### config.mk
export PLATFORM = sky130hd
export DESIGN_NAME = sma_channel_scheduler
export DESIGN_NICKNAME = d
export VERILOG_FILES = /design/src/rtl/sma_pkg.sv /design/src/rtl/seq_udiv.sv /design/src/rtl/sma_channel_scheduler.sv
export SDC_FILE = /design/constraint.sdc
export NUM_CORES = 1
export LEC_CHECK = 0
export ABC_AREA = 1
export BUFFER_PORTS_ARGS = -buffer_cell sky130_fd_sc_hd__buf_2
export CORE_AREA = 5 5 145 147
export DETAILED_ROUTE_END_ITERATION = 8
export DIE_AREA = 0 0 150 152
export GPL_TIMING_DRIVEN = 0
export PLACE_DENSITY = 0.77
export SYNTH_ARGS = -nofsm -noshare
export SYNTH_HDL_FRONTEND = slang
export SYNTH_SLANG_ARGS = --single-unit
### constraint.sdc
create_clock -name clk -period 8.2 [get_ports clk]
set_input_delay 0.41 -clock clk [delete_from_list [all_inputs] [get_ports clk]]
set_output_delay 0.41 -clock clk [all_outputs]
set_load 0.03 [all_outputs]
### src/rtl/sma_pkg.sv
// Shared types and constants for the multi-channel moving-average scheduler.
package sma_pkg;

    typedef enum logic [1:0] {
        SMA_IDLE,
        SMA_UPDATE,
        SMA_DIVIDE,
        SMA_OUTPUT
    } sma_state_e;

    localparam int SMA_DEF_CHANNELS = 4;
    localparam int SMA_DEF_WINDOW   = 4;
    localparam int SMA_DEF_DATA_W   = 8;

    // Width that holds WINDOW full-scale samples without overflow.
    function automatic int sma_sum_w(input int data_w, input int window);
        return data_w + $clog2(window);
    endfunction

endpackage

### src/rtl/seq_udiv.sv
// Restoring unsigned divider, one quotient bit per cycle over N_W cycles.
// done_o flags the final iteration; quotient_o is valid in that same cycle.
module seq_udiv #(
    parameter int N_W = 10,
    parameter int D_W = 3,
    parameter int Q_W = N_W
) (
    input  logic           clk,
    input  logic           rst,
    input  logic           clear_i,
    input  logic           start_i,
    input  logic [N_W-1:0] dividend_i,
    input  logic [D_W-1:0] divisor_i,
    output logic           busy_o,
    output logic           done_o,
    output logic [Q_W-1:0] quotient_o
);

    localparam int CNT_W = $clog2(N_W + 1);

    logic [N_W-1:0]   quo_q, quo_d;
    logic [D_W-1:0]   rem_q, rem_d;
    logic [D_W-1:0]   div_q;
    logic [CNT_W-1:0] cnt_q;
    logic             busy_q;
    logic [D_W:0]     rem_shift;
    logic             ge;

    // NOTE: every always_comb output gets a value on every path, so no latch is inferred.
    always_comb begin
        rem_shift = {rem_q, quo_q[N_W-1]};
        ge        = rem_shift >= {1'b0, div_q};
        // A successful subtract always leaves a remainder below the divisor, so D_W bits suffice.
        rem_d     = ge ? (rem_shift[D_W-1:0] - div_q) : rem_shift[D_W-1:0];
        quo_d     = {quo_q[N_W-2:0], ge};
    end

    // NOTE: state registers use non-blocking assignments so every flop samples pre-edge values.
    always_ff @(posedge clk or posedge rst) begin
        if (rst) begin
            busy_q <= 1'b0;
            cnt_q  <= '0;
            quo_q  <= '0;
            rem_q  <= '0;
            div_q  <= '0;
        end else if (clear_i) begin
            busy_q <= 1'b0;
            cnt_q  <= '0;
        end else if (start_i) begin
            busy_q <= 1'b1;
            cnt_q  <= CNT_W'(N_W);
            quo_q  <= dividend_i;
            rem_q  <= '0;
            div_q  <= divisor_i;
        end else if (busy_q) begin
            quo_q <= quo_d;
            rem_q <= rem_d;
            cnt_q <= cnt_q - CNT_W'(1);
            if (cnt_q == CNT_W'(1)) begin
                busy_q <= 1'b0;
            end
        end
    end

    assign busy_o     = busy_q;
    assign done_o     = busy_q && (cnt_q == CNT_W'(1));
    assign quotient_o = quo_d[Q_W-1:0];

endmodule

### src/rtl/sma_channel_scheduler.sv
// Round-robin scheduler sharing one sliding-window SMA datapath across CHANNELS feeds.
// Define SMA_SCHED_PRIME_GATE_EN to suppress outputs until a channel's window has filled.
module sma_channel_scheduler
    import sma_pkg::*;
#(
    parameter int CHANNELS = SMA_DEF_CHANNELS,
    parameter int WINDOW   = SMA_DEF_WINDOW,
    parameter int DATA_W   = SMA_DEF_DATA_W
) (
    input  logic                         clk,
    input  logic                         rst,
    input  logic                         clr,
    input  logic [CHANNELS-1:0]          in_valid,
    input  logic [CHANNELS*DATA_W-1:0]   in_data,
    output logic [CHANNELS-1:0]          in_ready,
    output logic                         out_valid,
    input  logic                         out_ready,
    output logic [DATA_W-1:0]            out_data,
    output logic [$clog2(CHANNELS)-1:0]  out_chan,
    output logic                         out_primed
);

    localparam int SUM_W = sma_sum_w(DATA_W, WINDOW);
    localparam int CH_W  = $clog2(CHANNELS);
    localparam int PTR_W = $clog2(WINDOW);
    localparam int CNT_W = $clog2(WINDOW + 1);
    localparam logic [CNT_W-1:0] CNT_FULL = CNT_W'(WINDOW);
    localparam logic [PTR_W-1:0] PTR_LAST = PTR_W'(WINDOW - 1);

`ifdef SMA_SCHED_PRIME_GATE_EN
    localparam bit PRIME_GATE = 1'b1;
`else
    localparam bit PRIME_GATE = 1'b0;
`endif

    sma_state_e        state_q;
    logic [CH_W-1:0]   last_grant_q;
    logic [CH_W-1:0]   chan_q;
    logic [DATA_W-1:0] sample_q;
    logic [SUM_W-1:0]  sum_q  [CHANNELS];
    logic [DATA_W-1:0] buf_q  [CHANNELS][WINDOW];
    logic [PTR_W-1:0]  wptr_q [CHANNELS];
    logic [CNT_W-1:0]  cnt_q  [CHANNELS];
    logic              out_valid_q;
    logic [DATA_W-1:0] out_data_q;
    logic [CH_W-1:0]   out_chan_q;
    logic              out_primed_q;

    logic [CH_W-1:0]   grant_idx;
    logic [CH_W-1:0]   cand;
    logic              grant_found;
    logic [DATA_W-1:0] grant_data;

    // Walk from farthest to nearest so the channel just after last_grant wins.
    always_comb begin
        grant_idx   = last_grant_q;
        grant_found = 1'b0;
        cand        = '0;
        for (int i = CHANNELS; i >= 1; i--) begin
            cand = CH_W'((int'(last_grant_q) + i) % CHANNELS);
            if (in_valid[cand]) begin
                grant_idx   = cand;
                grant_found = 1'b1;
            end
        end
        grant_data = '0;
        for (int c = 0; c < CHANNELS; c++) begin
            if (CH_W'(c) == grant_idx) begin
                grant_data = in_data[c*DATA_W +: DATA_W];
            end
        end
    end

    assign in_ready = (state_q == SMA_IDLE && grant_found) ? (CHANNELS'(1) << grant_idx) : '0;

    logic [DATA_W-1:0] old_sample;
    logic [SUM_W-1:0]  sum_d;
    logic [CNT_W-1:0]  cnt_d;
    logic [PTR_W-1:0]  wptr_d;
    logic              primed_d;

    always_comb begin
        old_sample = buf_q[chan_q][wptr_q[chan_q]];
        // Modular arithmetic: an intermediate wrap cancels because the final sum always fits.
        sum_d      = sum_q[chan_q] + SUM_W'(sample_q) - SUM_W'(old_sample);
        cnt_d      = (cnt_q[chan_q] == CNT_FULL) ? CNT_FULL : cnt_q[chan_q] + CNT_W'(1);
        wptr_d     = (wptr_q[chan_q] == PTR_LAST) ? '0 : wptr_q[chan_q] + PTR_W'(1);
        primed_d   = (cnt_d == CNT_FULL);
    end

    logic              div_start;
    logic              div_busy;
    logic              div_done;
    logic [DATA_W-1:0] div_quo;

    assign div_start = (state_q == SMA_UPDATE) && !clr && (!PRIME_GATE || primed_d);

    seq_udiv #(
        .N_W (SUM_W),
        .D_W (CNT_W),
        .Q_W (DATA_W)
    ) u_div (
        .clk        (clk),
        .rst        (rst),
        .clear_i    (clr),
        .start_i    (div_start),
        .dividend_i (sum_d),
        .divisor_i  (CNT_FULL),
        .busy_o     (div_busy),
        .done_o     (div_done),
        .quotient_o (div_quo)
    );

    always_ff @(posedge clk or posedge rst) begin
        if (rst) begin
            state_q      <= SMA_IDLE;
            last_grant_q <= CH_W'(CHANNELS - 1);
            chan_q       <= '0;
            sample_q     <= '0;
            out_valid_q  <= 1'b0;
            out_data_q   <= '0;
            out_chan_q   <= '0;
            out_primed_q <= 1'b0;
            // NOTE: the window buffers are reset because unprimed averages read them as zeros.
            for (int c = 0; c < CHANNELS; c++) begin
                sum_q[c]  <= '0;
                wptr_q[c] <= '0;
                cnt_q[c]  <= '0;
                for (int w = 0; w < WINDOW; w++) begin
                    buf_q[c][w] <= '0;
                end
            end
        end else if (clr) begin
            state_q     <= SMA_IDLE;
            out_valid_q <= 1'b0;
            for (int c = 0; c < CHANNELS; c++) begin
                sum_q[c]  <= '0;
                wptr_q[c] <= '0;
                cnt_q[c]  <= '0;
                for (int w = 0; w < WINDOW; w++) begin
                    buf_q[c][w] <= '0;
                end
            end
        end else begin
            case (state_q)
                SMA_IDLE: begin
                    if (grant_found) begin
                        chan_q       <= grant_idx;
                        sample_q     <= grant_data;
                        last_grant_q <= grant_idx;
                        state_q      <= SMA_UPDATE;
                    end
                end
                SMA_UPDATE: begin
                    sum_q[chan_q]                 <= sum_d;
                    buf_q[chan_q][wptr_q[chan_q]] <= sample_q;
                    wptr_q[chan_q]                <= wptr_d;
                    cnt_q[chan_q]                 <= cnt_d;
                    state_q <= (PRIME_GATE && !primed_d) ? SMA_IDLE : SMA_DIVIDE;
                end
                SMA_DIVIDE: begin
                    if (div_busy && div_done) begin
                        out_valid_q  <= 1'b1;
                        out_data_q   <= div_quo;
                        out_chan_q   <= chan_q;
                        out_primed_q <= (cnt_q[chan_q] == CNT_FULL);
                        state_q      <= SMA_OUTPUT;
                    end
                end
                SMA_OUTPUT: begin
                    if (out_ready) begin
                        out_valid_q <= 1'b0;
                        state_q     <= SMA_IDLE;
                    end
                end
                default: state_q <= SMA_IDLE;
            endcase
        end
    end

    assign out_valid  = out_valid_q;
    assign out_data   = out_data_q;
    assign out_chan   = out_chan_q;
    assign out_primed = PRIME_GATE ? 1'b1 : out_primed_q;

endmodule

### Word-level counts from Yosys, hierarchy flattened

Index checks and enable logic that the tools add are counted.

* bits in registers: 233
* bits of input ports: 40
* output and inout port bits: 16
* word-level logic and storage cells: 176

* $add $sub $neg: 10
* order comparisons: 9
* equal/unequal tests: 12
* shift-type cells: 1
* multiplexer cells: 81
* bitwise logic cells: 3
* reductions and logical operators: 19

Operators with widths (count)
* $mux 128: 2
* $bwmux 128: 1
* $mux 32: 3
* $mux 40: 2
* $mux 8: 9
* $bmux 32 s2: 1
* $demux 32 s2: 1
* $mux 10: 5
* $bwmux 40: 1
* $mux 12: 2
* $mux 2: 12
* $mux 3: 7
* $bmux 10 s2: 1
* $demux 10 s2: 1
* $bmux 8 s2: 1
* $demux 8 s2: 1
* $mux 4: 4
* $mux 1: 15
* $bwmux 12: 1
* $lt 2x3->1 const B: 4
* $reduce_and 3->1: 4
* $add 10x8->10: 1
* $sub 10x8->10: 1
* $ne 3x3->1 const B: 3
* other kinds (31): 52

### Logic depth before layout (Yosys ltp)

Gate-level depths: netlist (run 1).

* word-level depth: 14
* gate-level depth with buffers: 26
* gate-level depth less buffers: 24

### Hierarchy

From an unflattened synthesis (run 1), not the netlist that was laid out.

* cells, all modules: 1351
* area, all modules: 11762.5 um^2

Modules (own cells, without submodules)
* sma_channel_scheduler: instances 1, cells each 1209, area an instance 10597.7 um^2, seq. area each 5357.6 um^2
* seq_udiv: instances 1, cells each 142, area an instance 1164.9 um^2, seq. area each 525.5 um^2

### Worst setup path before layout (run 1)

Ideal clock, no wire load.

* path type: reg2reg
* start: reg chan_q[1]
* end: reg sum_q[17] (netlist name)
* library setup time: 0.132 ns
* arrival time: 3.206 ns
* required time: 8.068 ns
* setup slack: 4.861 ns
* stages on the path, launching flop included: 22
* buffers on the path: 2
* period minus slack after synthesis: 3.339 ns
* cells stage by stage: dfrtp_1 -> inv_2 -> nand2_2 -> buf_6 -> o22ai_1 -> a21oi_2 -> o21a_1 -> buf_6 -> inv_4 -> a21oi_1 -> o21ai_1 -> nand2_1 -> fa_1 -> inv_1 -> ha_1 -> nand3_1 -> nand3_1 -> a21oi_1 -> o21bai_1 -> or2_2 -> nand2_1 -> o21ai_0

* longest elaborated chain between the ends: 12
* elaborated cells between the ends (all ways): 24
* classes of those cells: add/sub: 2; order compare: 2; mux: 17; bitwise: 2; reduce/logical: 1

RTL lines
* start: declaration: line sma_channel_scheduler.sv:38 `logic [CH_W-1:0] chan_q;`
* start signal: assignment: line sma_channel_scheduler.sv:148 `chan_q <= grant_idx;`
* $not 2->3 (implied by the code) (*): line sma_channel_scheduler.sv:83, sma_channel_scheduler.sv:85, sma_channel_scheduler.sv:155
* branches (longest 8 deep; another with $add 10x8->10)
* $bwmux 40 (*): line sma_channel_scheduler.sv:155 `sum_q[chan_q] <= sum_d;`
* $mux 40 (*): line sma_channel_scheduler.sv:145 `case (state_q)`
* $mux 40 (*): line sma_channel_scheduler.sv:133 `end else if (clr) begin`
* end signal: indexed assignment: line sma_channel_scheduler.sv:155
* end: declaration: line sma_channel_scheduler.sv:40 `logic [SUM_W-1:0] sum_q [CHANNELS];`

Mark *: on every way between the ends. The select of a mux whose other input is x is not followed.
A chain may end at the register's enable or synchronous reset.

### Worst setup path after layout (run 1)

* start: reg chan_q[0]
* end: reg u_div.quo_q[5]

* longest elaborated chain between the ends: 10
* elaborated cells between the ends (all ways): 17
* classes of those cells: add/sub: 2; mux: 13; bitwise: 2

RTL lines
* $not 2->3 (implied by the code) (*): line sma_channel_scheduler.sv:83, sma_channel_scheduler.sv:85
* branches (longest 7 deep; another with $add 10x8->10)
* $sub 10x8->10 (*): line sma_channel_scheduler.sv:85 `sum_d = sum_q[chan_q] + SUM_W'(sample_q) - SUM_W'(old_sample);`
* $mux 10 (*): line seq_udiv.sv:49 `end else if (start_i) begin`
* end signal: assignment: line seq_udiv.sv:52 `quo_q <= dividend_i;`
* end signal: assignment: line seq_udiv.sv:56 `quo_q <= quo_d;`
* end: declaration: line seq_udiv.sv:21 `logic [N_W-1:0] quo_q, quo_d;`

Marks and branches as above.

==> results of run 1 <==
[flip-flops by register name, summed over array words and instances (netlist names)]
name,cells
out_valid,1
state_q,2
sample_q,8
u_div.cnt_q,4
chan_q,2
u_div.busy_o,1
cnt_q,12
out_chan,2
last_grant_q,2
wptr_q,8
u_div.div_q,1
out_primed,1
sum_q,40
out_data,8
u_div.rem_q,3
buf_q,128
u_div.quo_q,10
[where the power goes]
group	internal, mW	switching [mW]	leakage, nW	total [mW]
Sequential	1.37	0.109	3.18	1.48
Clock	0.718	0.460	0.424	1.18
Combinational	0.872	2.00	2.47	2.87
Total	2.96	2.57	6.08	5.53
[cell usage after synthesis (2+ instances only)]
master / count
sky130_fd_sc_hd__a21oi_1: 41
sky130_fd_sc_hd__a21oi_2: 4
sky130_fd_sc_hd__a221oi_1: 24
sky130_fd_sc_hd__a22oi_1: 4
sky130_fd_sc_hd__a31oi_1: 3
sky130_fd_sc_hd__buf_2: 18
sky130_fd_sc_hd__buf_4: 5
sky130_fd_sc_hd__buf_6: 6
sky130_fd_sc_hd__clkbuf_1: 27
sky130_fd_sc_hd__clkinv_1: 2
sky130_fd_sc_hd__dfrtp_1: 231
sky130_fd_sc_hd__dfstp_2: 2
sky130_fd_sc_hd__fa_1: 8
sky130_fd_sc_hd__ha_1: 23
sky130_fd_sc_hd__inv_1: 256
sky130_fd_sc_hd__inv_2: 7
sky130_fd_sc_hd__nand2_1: 163
sky130_fd_sc_hd__nand2_2: 10
sky130_fd_sc_hd__nand2_4: 3
sky130_fd_sc_hd__nand3_1: 87
sky130_fd_sc_hd__nand3b_1: 8
sky130_fd_sc_hd__nor2_1: 45
sky130_fd_sc_hd__nor2_2: 3
sky130_fd_sc_hd__nor3_1: 7
sky130_fd_sc_hd__nor3_2: 3
sky130_fd_sc_hd__o211ai_1: 2
sky130_fd_sc_hd__o21a_1: 3
sky130_fd_sc_hd__o21ai_0: 100
sky130_fd_sc_hd__o21ai_1: 18
sky130_fd_sc_hd__o21ai_2: 2
sky130_fd_sc_hd__o21bai_1: 2
sky130_fd_sc_hd__o221ai_1: 7
sky130_fd_sc_hd__o22ai_1: 183
sky130_fd_sc_hd__o31ai_1: 7
sky130_fd_sc_hd__or2_2: 6
[worst register-to-register path: cells and delay by family, from the launching register on]
| family | cells | cell delay (ns) |
|---|---|---|
| and+or+nand+nor | 5 | 0.70 |
| DFF | 1 | 0.47 |
| xor gates and xnor gates | 1 | 0.46 |
| buffers and inverters | 4 | 0.70 |
| adders and majority gates | 2 | 0.85 |
| AOI/OAI and AO/OA | 6 | 1.31 |
[layer usage]
| metal | track usage (%) | part of all wire (%) | vias to the layer above |
|---|---|---|---|
| met5 | 0 | 0 | - |
| met4 | 12.1 | 4.5 | 0 |
| met3 | 6.40 | 9.6 | 120 |
| met2 | 46.6 | 45 | 587 |
| met1 | 44.9 | 41 | 5116 |
| li1 | - | - | 4693 |
[per-stage QoR]
step	TNS [ns]	worst slack [ns]
after CTS	0	3.77
after global routing	0	3.44
after global placement	-236.08	-1.04
after floorplan	0	1.40
after detailed placement	0	3.77
final	0	3.60
[final cells by class]
cell class	count	area, sq um
buffer	57	300
clock buffer	38	744
clock inverter	7	114
fill	1688	6710
inverter	267	1020
multi-input combinational	773	4420
sequential	233	5830
tap	270	338
timing repair buffer	55	298
[kinds of logic (layout without fill, tap and decap cells)]
| logic type | count (synthesis) | count (layout) | synth area share [%] |
|---|---|---|---|
| AO/OA/AOI/OAI | 403 | 403 | 21.1 |
| XOR/XNOR | 1 | 1 | 0.0757 |
| adder cells (fa/ha/maj) | 31 | 31 | 3.87 |
| buffers and inverters | 324 | 424 | 11.3 |
| flip-flops | 233 | 233 | 50.4 |
| AND/OR/NAND/NOR | 338 | 338 | 13.2 |
[worst max path at each step]
| stage | startpoint | end | slack (ns) | cells past startpoint |
|---|---|---|---|---|
| floorplan | rst | buf_q[0]$_DFFE_PP0P_ | 1.40 | 1 |
| global placement | rst | sample_q[1]$_DFFE_PP0P_ | -1.04 | 2 |
| detailed placement | chan_q[0]$_DFFE_PP0P_ | u_div.quo_q[5]$_DFFE_PP0P_ | 3.77 | 19 |
| CTS | chan_q[0]$_DFFE_PP0P_ | u_div.quo_q[5]$_DFFE_PP0P_ | 3.77 | 19 |
| global route | chan_q[0]$_DFFE_PP0P_ | u_div.quo_q[5]$_DFFE_PP0P_ | 3.44 | 16 |
| finish | chan_q[0]$_DFFE_PP0P_ | u_div.quo_q[5]$_DFFE_PP0P_ | 3.60 | 18 |
==> impl_metrics.toml, run 1 <==
[cts]
clkSlewWorstSetupHoldPaths_ns = 0.06
cts.hold.buffers_added = 0
numClockSinks = 233
cts_repair_resize_count = 0
cts-buffers-inserted = 25
ctsHtreeMaxLevel = 1
cts_max_path_buffers = 3
clock_latency_ns = 0.53
cell_at_the_root_of_the_clock_tree = "sky130_fd_sc_hd__clkbuf_16"
tritoncts = "built"
post-cts-setup-buffer-count = 0

[setup_path]
arrival_ns = 5.00
startpoint_type = "flip-flop"
cpMaxStageDelayCell = "sky130_fd_sc_hd__a221oi_1"
worst_setup_path_end_kind = "flip-flop"
cp_slowest_stage_delay_ns = 0.57
critical_path_peak_fanout = 10
cp.buffers_inverters = 4
crit_chain = "inv_1 -> nand2_4 -> inv_2 -> clkbuf_1 -> a221oi_1 -> a21oi_1 -> o31ai_1 -> nand2_1 -> fa_1 -> inv_1 -> ha_1 -> nand2_1 -> nand3_1 -> a21oi_1 -> xor2_1 -> nand2_1 -> o211ai_1 -> o21ai_0"
rrSetupSlack_ns = 3.60
critPathMostFrequentCell = "sky130_fd_sc_hd__nand2_1"
required_ns = 8.60
setup.worst_path.class = "reg2reg"
timing.critical_path.max_delay_family = "compound AO/OA/AOI/OAI gates"
rr_startpoint = "chan_q[0]$_DFFE_PP0P_"
worst_reg2reg_endpoint = "u_div.quo_q[5]$_DFFE_PP0P_"
rr_worst_depth = 18

[layout]
flow.area_growth_from_synthesis_pct = 13.0
layout-drive-gt1-share_pct = 11.7
fin_cells = 1700
final_net_count = 1483
layout_common_cells = "sky130_fd_sc_hd__inv_1 (255), sky130_fd_sc_hd__dfrtp_1 (231), sky130_fd_sc_hd__o22ai_1 (183), sky130_fd_sc_hd__nand2_1 (163), sky130_fd_sc_hd__o21ai_0 (100)"
most_common_cell_after_layout_fill_and_taps_aside = "sky130_fd_sc_hd__inv_1"
stdcell_area_sq_mm = 0.0131
num_antenna_cells = 0
utilization_pct = 66.1

[synthesis]
netlist_area_sq_mm = 0.0116
async_flop_share_pct = 100
synthDistinctLibCells = 45
synth_ff_type = "sky130_fd_sc_hd__dfrtp_1"
synth_top_area_share_pct = 50.0
yosys_register_bits = 233
synth.largest_area_cell = "sky130_fd_sc_hd__dfrtp_1"
synth_edf_count = 0
syn-instance-count = 1330
syn_avg_cell_area_sq_um = 8.70
yosysSeqAreaShare_pct = 50.4
cell_types_with_the_largest_area_share_after_synthesis = "sky130_fd_sc_hd__dfrtp_1 (50%), sky130_fd_sc_hd__o22ai_1 (9.9%), sky130_fd_sc_hd__inv_1 (8.3%), sky130_fd_sc_hd__nand2_1 (5.3%), sky130_fd_sc_hd__o21ai_0 (4.3%)"
synth_nets = 1401
synthesis.yosys.warnings = 0

[place]
globalplace.congestion = 1.04
placed_cells = 1655
place.detailed.hpwl_um = 25000
portBuffers = 54
dpl_cell_area_sq_mm = 0.0122

[detailed_routing]
drt-wirelength-per-cell_um = 20.8
drtIter0Drc = 1215
detailroute.via_count = 10516
postRouteWirelength_um = 35400
drc_violation_count_after_routing = 0
dr.pass1.iters = 5
final_ant_viol_nets = 0
via_density_per_instance = 6.19

[sta]
final_max_slew_viol_count = 0
timing.final.hold_violations = 0
min_period_ns = 4.60
period_share_pct = 56.1
max_slew_headroom_at_the_worst_pin_pct = 39.6
final-setup-viol-count = 0
fin_worst_skew_ns = 0.0209
maxClockFrequency_mhz = 218
unrepaired_setup_endpoints_after_global_routing = "no"
whs_ns = 0.0622
worst_slew_pin_slew_ns = 0.906

[floorplan]
core-area_sq_mm = 0.0198
placementRows = 52
die_area_sq_mm = 0.0228
io_pins = 56
die_height_um = 152
initial_core_utilization_pct = 58.5
chipWidth_um = 150

[grt]
grt_first_pass_wirelength_um = 56200
grt_use_total_pct = 31.2
first_global_vias = 10217
grt_max_degree = 124
overflow = 0
antenna_found_initial = 0

[status]
status = "complete, no violations"

[flow_run]
cap_viol_max_count = 0

[power]
power_density_mw_per_mm2 = 423
final_power_mw = 5.53
p_leak_nw = 6.08
ir_drop_v = 0.000301

[min_path]
min_path_type = "in2async"
Power figures use the tool's default switching activity.
==> inputs of run 2 (changes only) <==
--- a/config.mk
+++ b/config.mk
@@ -5,13 +5,13 @@
 export SDC_FILE = /design/constraint.sdc
 export NUM_CORES = 1
 export LEC_CHECK = 0
-export ABC_AREA = 1
+export ABC_AREA = 0
 export BUFFER_PORTS_ARGS = -buffer_cell sky130_fd_sc_hd__buf_2
-export CORE_AREA = 5 5 145 147
+export CORE_AREA = 5 5 147 149
 export DETAILED_ROUTE_END_ITERATION = 8
-export DIE_AREA = 0 0 150 152
+export DIE_AREA = 0 0 152 154
 export GPL_TIMING_DRIVEN = 0
-export PLACE_DENSITY = 0.77
+export PLACE_DENSITY = 0.76
 export SYNTH_ARGS = -nofsm -noshare
 export SYNTH_HDL_FRONTEND = slang
 export SYNTH_SLANG_ARGS = --single-unit
==> constraint.sdc (replaced) <==
create_clock -name clk -period 4.25 [get_ports clk]
set_input_delay 0.2125 -clock clk [delete_from_list [all_inputs] [get_ports clk]]
set_output_delay 0.2125 -clock clk [all_outputs]
set_load 0.03 [all_outputs]
==> run 2 against run 1 <==
Compared with the run above: critical path type unchanged; largest cell class unchanged; combinational power increased by 57%; via count decreased by 4.6%; register-to-register slack got worse by 3.5 ns.
==> impl_metrics.toml, run 2 <==
[status]
status = "complete, no violations"

[power]
p_leak_nw = 6.00
ir_drop_v = 0.000547
power_density_mw_per_mm2 = 711

[setup_path]
timing.critical_path.max_delay_family = "compound AO/OA/AOI/OAI gates"
critPathMostFrequentCell = "sky130_fd_sc_hd__buf_12"
cp.buffers_inverters = 4
worst_setup_path_end_kind = "flip-flop"
crit_chain = "buf_12 -> buf_12 -> buf_8 -> mux4_2 -> mux2i_1 -> o21ai_1 -> fa_1 -> inv_1 -> ha_1 -> a211oi_2 -> o211ai_1 -> a221oi_2 -> xnor2_2 -> a221o_1"
rrSetupSlack_ns = 0.09
cp_slowest_stage_delay_ns = 0.58
timing.critical_path.depth = 14
cpMaxStageDelayCell = "sky130_fd_sc_hd__mux4_2"
arrival_ns = 4.57
setup.worst_path.class = "reg2reg"
startpoint_type = "flip-flop"
critical_path_peak_fanout = 11
crit_path_end = "u_div.quo_q[9]$_DFFE_PP0P_"
rr_worst_depth = 14
timing.critical_path.from = "chan_q[0]$_DFFE_PP0P_"
required_ns = 4.67
rr_startpoint = "chan_q[0]$_DFFE_PP0P_"
worst_reg2reg_endpoint = "u_div.quo_q[9]$_DFFE_PP0P_"

[synthesis]
async_flop_share_pct = 100
synth_ff_type = "sky130_fd_sc_hd__dfrtp_1"
yosys.cell_count.top_type = "sky130_fd_sc_hd__nand2_1"
cell_types_with_the_largest_area_share_after_synthesis = "sky130_fd_sc_hd__dfrtp_1 (49%), sky130_fd_sc_hd__nand2_1 (11%), sky130_fd_sc_hd__mux4_2 (7.6%), sky130_fd_sc_hd__a21oi_1 (6.6%), sky130_fd_sc_hd__ha_1 (2.4%)"
synth_top_area_share_pct = 48.6
syn_avg_cell_area_sq_um = 9.85
netlist_area_sq_mm = 0.0119
yosys_register_bits = 233
synthesis.yosys.warnings = 0
yosysSeqAreaShare_pct = 49.0
syn-instance-count = 1208
synthTopCellsByCount = "sky130_fd_sc_hd__nand2_1 (337), sky130_fd_sc_hd__dfrtp_1 (231), sky130_fd_sc_hd__a21oi_1 (158), sky130_fd_sc_hd__nor2_1 (52)"
synthDistinctLibCells = 56
synth_edf_count = 0
synth_nets = 1279
synth.largest_area_cell = "sky130_fd_sc_hd__dfrtp_1"

[grt]
overflow = 0
grt_max_degree = 42
grt_first_pass_wirelength_um = 55100
first_global_vias = 10010
antenna_found_initial = 0
grt_use_total_pct = 29.7

[place]
portBuffers = 55
globalplace.congestion = 0.957
place.detailed.hpwl_um = 24300
placed_cells = 1539

[cts]
tritoncts = "built"
clock_latency_ns = 0.54
cell_at_the_root_of_the_clock_tree = "sky130_fd_sc_hd__clkbuf_16"
cts-buffers-inserted = 26
cts_max_path_buffers = 3
ctsHtreeMaxLevel = 1
numClockSinks = 233
clkSlewWorstSetupHoldPaths_ns = 0.06

[layout]
final_net_count = 1374
flow.area_growth_from_synthesis_pct = 15.9
utilization_pct = 68.8
fin_cells = 1592
layout_common_cells = "sky130_fd_sc_hd__nand2_1 (337), sky130_fd_sc_hd__dfrtp_1 (231), sky130_fd_sc_hd__a21oi_1 (157), sky130_fd_sc_hd__buf_2 (63), sky130_fd_sc_hd__nor2_1 (52)"
layout-drive-gt1-share_pct = 15.6
registers.top_by_ff_count = "buf_q"
largest_reg_flops = 128
largest_registers_ranked_by_flip_flop_count = "buf_q x128, sum_q x40, cnt_q x12"
most_common_cell_after_layout_fill_and_taps_aside = "sky130_fd_sc_hd__nand2_1"
num_antenna_cells = 0

[detailed_routing]
postRouteWirelength_um = 35500
dr.pass1.iters = 6
drtIter0Drc = 1199
final_ant_viol_nets = 0
detailroute.via_count = 10036
via_density_per_instance = 6.30
drc_violation_count_after_routing = 0
drt-wirelength-per-cell_um = 22.3

[sta]
maxClockFrequency_mhz = 241
whs_ns = 0.0100
min_period_ns = 4.16
unrepaired_setup_endpoints_after_global_routing = "no"
fin_worst_skew_ns = 0.0128
final-setup-viol-count = 0
period_share_pct = 97.8
final_max_slew_viol_count = 0
timing.setup.tns_ns = 0
timing.final.hold_violations = 0
max_slew_headroom_at_the_worst_pin_pct = 26.6
worst_slew_pin_slew_ns = 1.09

[floorplan]
chipWidth_um = 152
die_height_um = 154
io_pins = 56
initial_core_utilization_pct = 59.4
core-area_sq_mm = 0.0200
placementRows = 52
die_area_sq_mm = 0.0234

[flow_run]
cap_viol_max_count = 0

[min_path]
worstHoldStart = "in_data[2]"
min_path_type = "in2reg"
[run 2: cell types whose count changed after synthesis, sizes merged, moves of 72 or more]
| cell | delta |
|---|---|
| nand2 | +161 |
| o21ai | -86 |
| inv | -217 |
| o22ai | -182 |
| a21oi | +113 |
| nand3 | -72 |
[run 2: kinds of logic after synthesis]
| group | Yosys count | synth area share (%) |
|---|---|---|
| AND/OR/NAND/NOR | 454 | 15.6 |
| adder cells (fa/ha/maj) | 31 | 3.76 |
| flip-flops | 233 | 49.0 |
| multiplexers | 92 | 13.1 |
| AO/OA/AOI/OAI | 265 | 13.3 |
| buffers and inverters | 122 | 4.37 |
| XOR/XNOR | 11 | 0.810 |
[run 2: cell type report]
type                            count  area (sq um)
Sequential cell                   233          5830
Clock buffer                       37           773
Tap cell                          270           338
Multi-Input combinational cell    854          5610
Timing Repair Buffer               67           448
Clock inverter                     10           203
Fill cell                        1575          6250
Inverter                           48           184
Buffer                             73           399
[run 2: power breakdown]
group          internal, mW  switching (mW)
registers              2.55           0.204
clock network          1.62           0.927
logic                  1.60            2.91
[run 2: metrics by stage]
step | instance area (sq um) | power, mW | setup WS [ns]
final | 13800 | 9.81 | 0.0944
after detailed placement | 12600 | 6.85 | -0.475
after global placement | 12500 | 6.75 | -0.442
after global routing | 13800 | 10.2 | 0.00182
after CTS | 13700 | 9.56 | 0.00259
after floorplan | 11900 | 5.58 | 0.399
[run 2: worst min path at each step]
stage,end,slack (ns),depth (start not counted)
3_5_place_dp,u_div.cnt_q[3]$_DFFE_PP0P_,0.34,2
4_1_cts,sample_q[2]$_DFFE_PP0P_,0.005,3
5_1_grt,sample_q[1]$_DFFE_PP0P_,0.02,3
3_3_place_gp,cnt_q[8]$_DFFE_PP0P_,0.45,2
6_report,sample_q[2]$_DFFE_PP0P_,0.01,3
2_1_floorplan,sample_q[7]$_DFFE_PP0P_,0.44,2
[run 2: tightest hold or removal path: stages]
cell and delay, ns:
sky130_fd_sc_hd__buf_2 0.07, sky130_fd_sc_hd__mux2i_1 0.06, sky130_fd_sc_hd__o221ai_1 0.16
[run 2: per-layer routing]
metal  track usage (%)  wire, um  up-vias
met5                 0         0        -
met4              13.6      1910        0
met3              7.70      3770      139
met2              46.0     16200      633
met1              39.9     13600     4909
li1                  -         -     4355
[run 2: what timing repair did]
item / in CTS / in global routing
buffers inserted: 1 / 2
cloned: 0 / 1
hold buffers: 3 / 0
resized for setup: 13 / 21
pin swaps: 1 / 3
endpoints found under the setup margin: 31 / 21
hold endpoints to repair: 26 / 0
==> inputs of run 3 (changes only) <==
==> constraint.sdc (replaced) <==
create_clock -name clk -period 4.5 [get_ports clk]
set_input_delay 0.225 -clock clk [delete_from_list [all_inputs] [get_ports clk]]
set_output_delay 0.225 -clock clk [all_outputs]
set_load 0.03 [all_outputs]
==> run 3 against run 2 <==
Compared with the run above: sequential power is 5% lower; cell count decreased by 0.31%; combinational power shrank 10%; hold slack better by 0.0014 ns; via count fell by 0.70%; clock skew down 0.0013 ns; non-clock buffer count decreased by 4; critical path type unchanged.
==> impl_metrics.toml, run 3 (synthesis gave the netlist of run 2 again) <==
[status]
status = "complete, no violations"

[floorplan]
io_pins = 56
chipWidth_um = 152
placementRows = 52
core-area_sq_mm = 0.0200
die_height_um = 154
die_area_sq_mm = 0.0234
initial_core_utilization_pct = 59.4

[sta]
timing.setup.tns_ns = 0
final-setup-viol-count = 0
min_period_ns = 4.42
maxClockFrequency_mhz = 226
worst_slew_pin_slew_ns = 1.09
max_slew_headroom_at_the_worst_pin_pct = 26.5
unrepaired_setup_endpoints_after_global_routing = "yes"
final_max_slew_viol_count = 0
timing.final.hold_violations = 0
period_share_pct = 98.3
fin_worst_skew_ns = 0.0115

[power]
p_sw_share_pct = 41.3
pwr-share-clk_pct = 26.6
switchingPower_mw = 3.73
cell_internal_power_mw = 5.32
power_density_mw_per_mm2 = 663
p_leak_nw = 5.95
ir_drop_v = 0.000441
power.combinational.fraction_pct = 44.7
power.sequential.fraction_pct = 28.7

[layout]
num_antenna_cells = 0
stdcell_area_sq_mm = 0.0137
fillerInstances = 1595
most_common_cell_after_layout_fill_and_taps_aside = "sky130_fd_sc_hd__nand2_1"
registers.top_by_ff_count = "buf_q"
final_net_count = 1369
largest_reg_flops = 128
layout_common_cells = "sky130_fd_sc_hd__nand2_1 (337), sky130_fd_sc_hd__dfrtp_1 (231), sky130_fd_sc_hd__a21oi_1 (158), sky130_fd_sc_hd__buf_2 (67), sky130_fd_sc_hd__nor2_1 (52)"
largest_registers_ranked_by_flip_flop_count = "buf_q x128, sum_q x40, cnt_q x12"
layout-drive-gt1-share_pct = 14.9
flow.area_growth_from_synthesis_pct = 14.8

[grt]
grt_first_pass_wirelength_um = 54900
overflow = 0
globalRouteMet2Util_pct = 46.2
grt.met3_usage_pct = 7.28
first_global_vias = 9928
antenna_found_initial = 0
grt_use_total_pct = 29.6
busiest_layer = "met2"
met1_usage_pct = 40.1
grt_max_degree = 42

[detailed_routing]
postRouteWirelength_um = 34900
drtIter0Drc = 1144
detailroute.via_count = 9966
drt-wirelength-per-cell_um = 22.0
final_ant_viol_nets = 0
drc_violation_count_after_routing = 0
dr.pass1.iters = 6
via_density_per_instance = 6.28

[setup_path]
timing.critical_path.from = "chan_q[1]$_DFFE_PP0P_"
setup.worst_path.class = "reg2reg"
cp_slowest_stage_delay_ns = 0.58
required_ns = 4.92
timing.critical_path.max_delay_family = "compound AO/OA/AOI/OAI gates"
cpMaxStageDelayCell = "sky130_fd_sc_hd__fa_1"
rr_startpoint = "chan_q[1]$_DFFE_PP0P_"
critPathMostFrequentCell = "sky130_fd_sc_hd__buf_2"
worst_setup_path_end_kind = "flip-flop"
arrival_ns = 4.84
startpoint_type = "flip-flop"
critical_path_peak_fanout = 10
timing.critical_path.depth = 14
rr_worst_depth = 14
worst_reg2reg_endpoint = "u_div.quo_q[9]$_DFFE_PP0P_"
crit_chain = "buf_2 -> clkbuf_4 -> buf_2 -> mux4_2 -> mux2i_1 -> o21ai_1 -> fa_1 -> inv_1 -> ha_1 -> a211oi_1 -> o211ai_1 -> a221oi_2 -> xnor2_2 -> a221o_1"
rrSetupSlack_ns = 0.08
cp.buffers_inverters = 4

[flow_run]
cap_viol_max_count = 0

[min_path]
timing.hold.worst_endpoint = "sample_q[2]$_DFFE_PP0P_"
worstHoldStart = "in_data[18]"
worst_hold_depth = 3
min_path_type = "in2reg"

[cts]
tritoncts = "built"
cell_at_the_root_of_the_clock_tree = "sky130_fd_sc_hd__clkbuf_16"
cts_max_path_buffers = 3
ctsHtreeMaxLevel = 1
cts-buffers-inserted = 26
numClockSinks = 233
clkSlewWorstSetupHoldPaths_ns = 0.06
clock_latency_ns = 0.54
post-cts-setup-buffer-count = 0

[place]
place.detailed.hpwl_um = 24300
globalplace.congestion = 0.957
dpl_cell_area_sq_mm = 0.0126
portBuffers = 55
## run 3: worst max-delay path by stage
| stage | slack [ns] | to |
|---|---|---|
| finish | 0.08 | u_div.quo_q[9]$_DFFE_PP0P_ |
| global route | -0.01 | u_div.quo_q[9]$_DFFE_PP0P_ |
| CTS | 0.003 | u_div.quo_q[9]$_DFFE_PP0P_ |
| detailed placement | -0.23 | u_div.quo_q[4]$_DFFE_PP0P_ |
| global placement | -0.19 | u_div.quo_q[9]$_DFFE_PP0P_ |
| floorplan | 0.65 | u_div.quo_q[9]$_DFFE_PP0P_ |
## run 3: layout make-up
cell class	count	area, sq um	area share, %
Buffer	74	353	2.58
Inverter	48	184	1.35
Timing Repair Buffer	62	405	2.97
Multi-Input combinational cell	853	5570	40.8
Sequential cell	233	5830	42.7
Tap cell	270	338	2.47
Clock inverter	10	203	1.48
Clock buffer	37	773	5.66
## run 3: worst reg2reg max path, delay by kind of cell, from the launching register on
family / cells / cell delay (ns)
flops: 1 / 0.31
xor+xnor: 1 / 0.18
compound gates: 5 / 1.24
fa+ha+maj: 2 / 0.89
buf+inv: 4 / 1.05
mux: 2 / 0.62
## run 3: what timing repair did
action                                  CTS  global route
hold endpoints to repair                 25             0
pin swaps                                 0             0
resized for setup                         3             8
endpoints found under the setup margin   13            15
hold buffers                              1             0
## run 3: power by group through the flow
stage	Combinational (mW)	Clock, mW	Sequential [mW]
floorplan	2.69	0	2.58
global placement	3.77	0	2.61
detailed placement	3.85	0	2.62
CTS	3.91	2.41	2.59
global route	4.31	2.51	2.63
finish	4.05	2.40	2.60
## run 3: per-layer routing
metal	vias to the layer above	routed length, um
met5	-	0
met4	0	1730
met3	137	3790
met2	620	15900
met1	4873	13500
li1	4336	-
## run 3: stage by stage
stage,instances,util (%),setup WS (ns),power [mW],hold slack [ns]
2_1_floorplan,1208,-,0.649,5.27,0.442
3_3_place_gp,1533,62.5,-0.192,6.38,0.453
3_5_place_dp,1539,63.0,-0.225,6.47,0.351
4_1_cts,1587,68.0,0.00306,8.91,0.00890
5_1_grt,1587,68.1,-0.0131,9.45,0.0312
6_report,1587,68.1,0.0781,9.05,0.0114
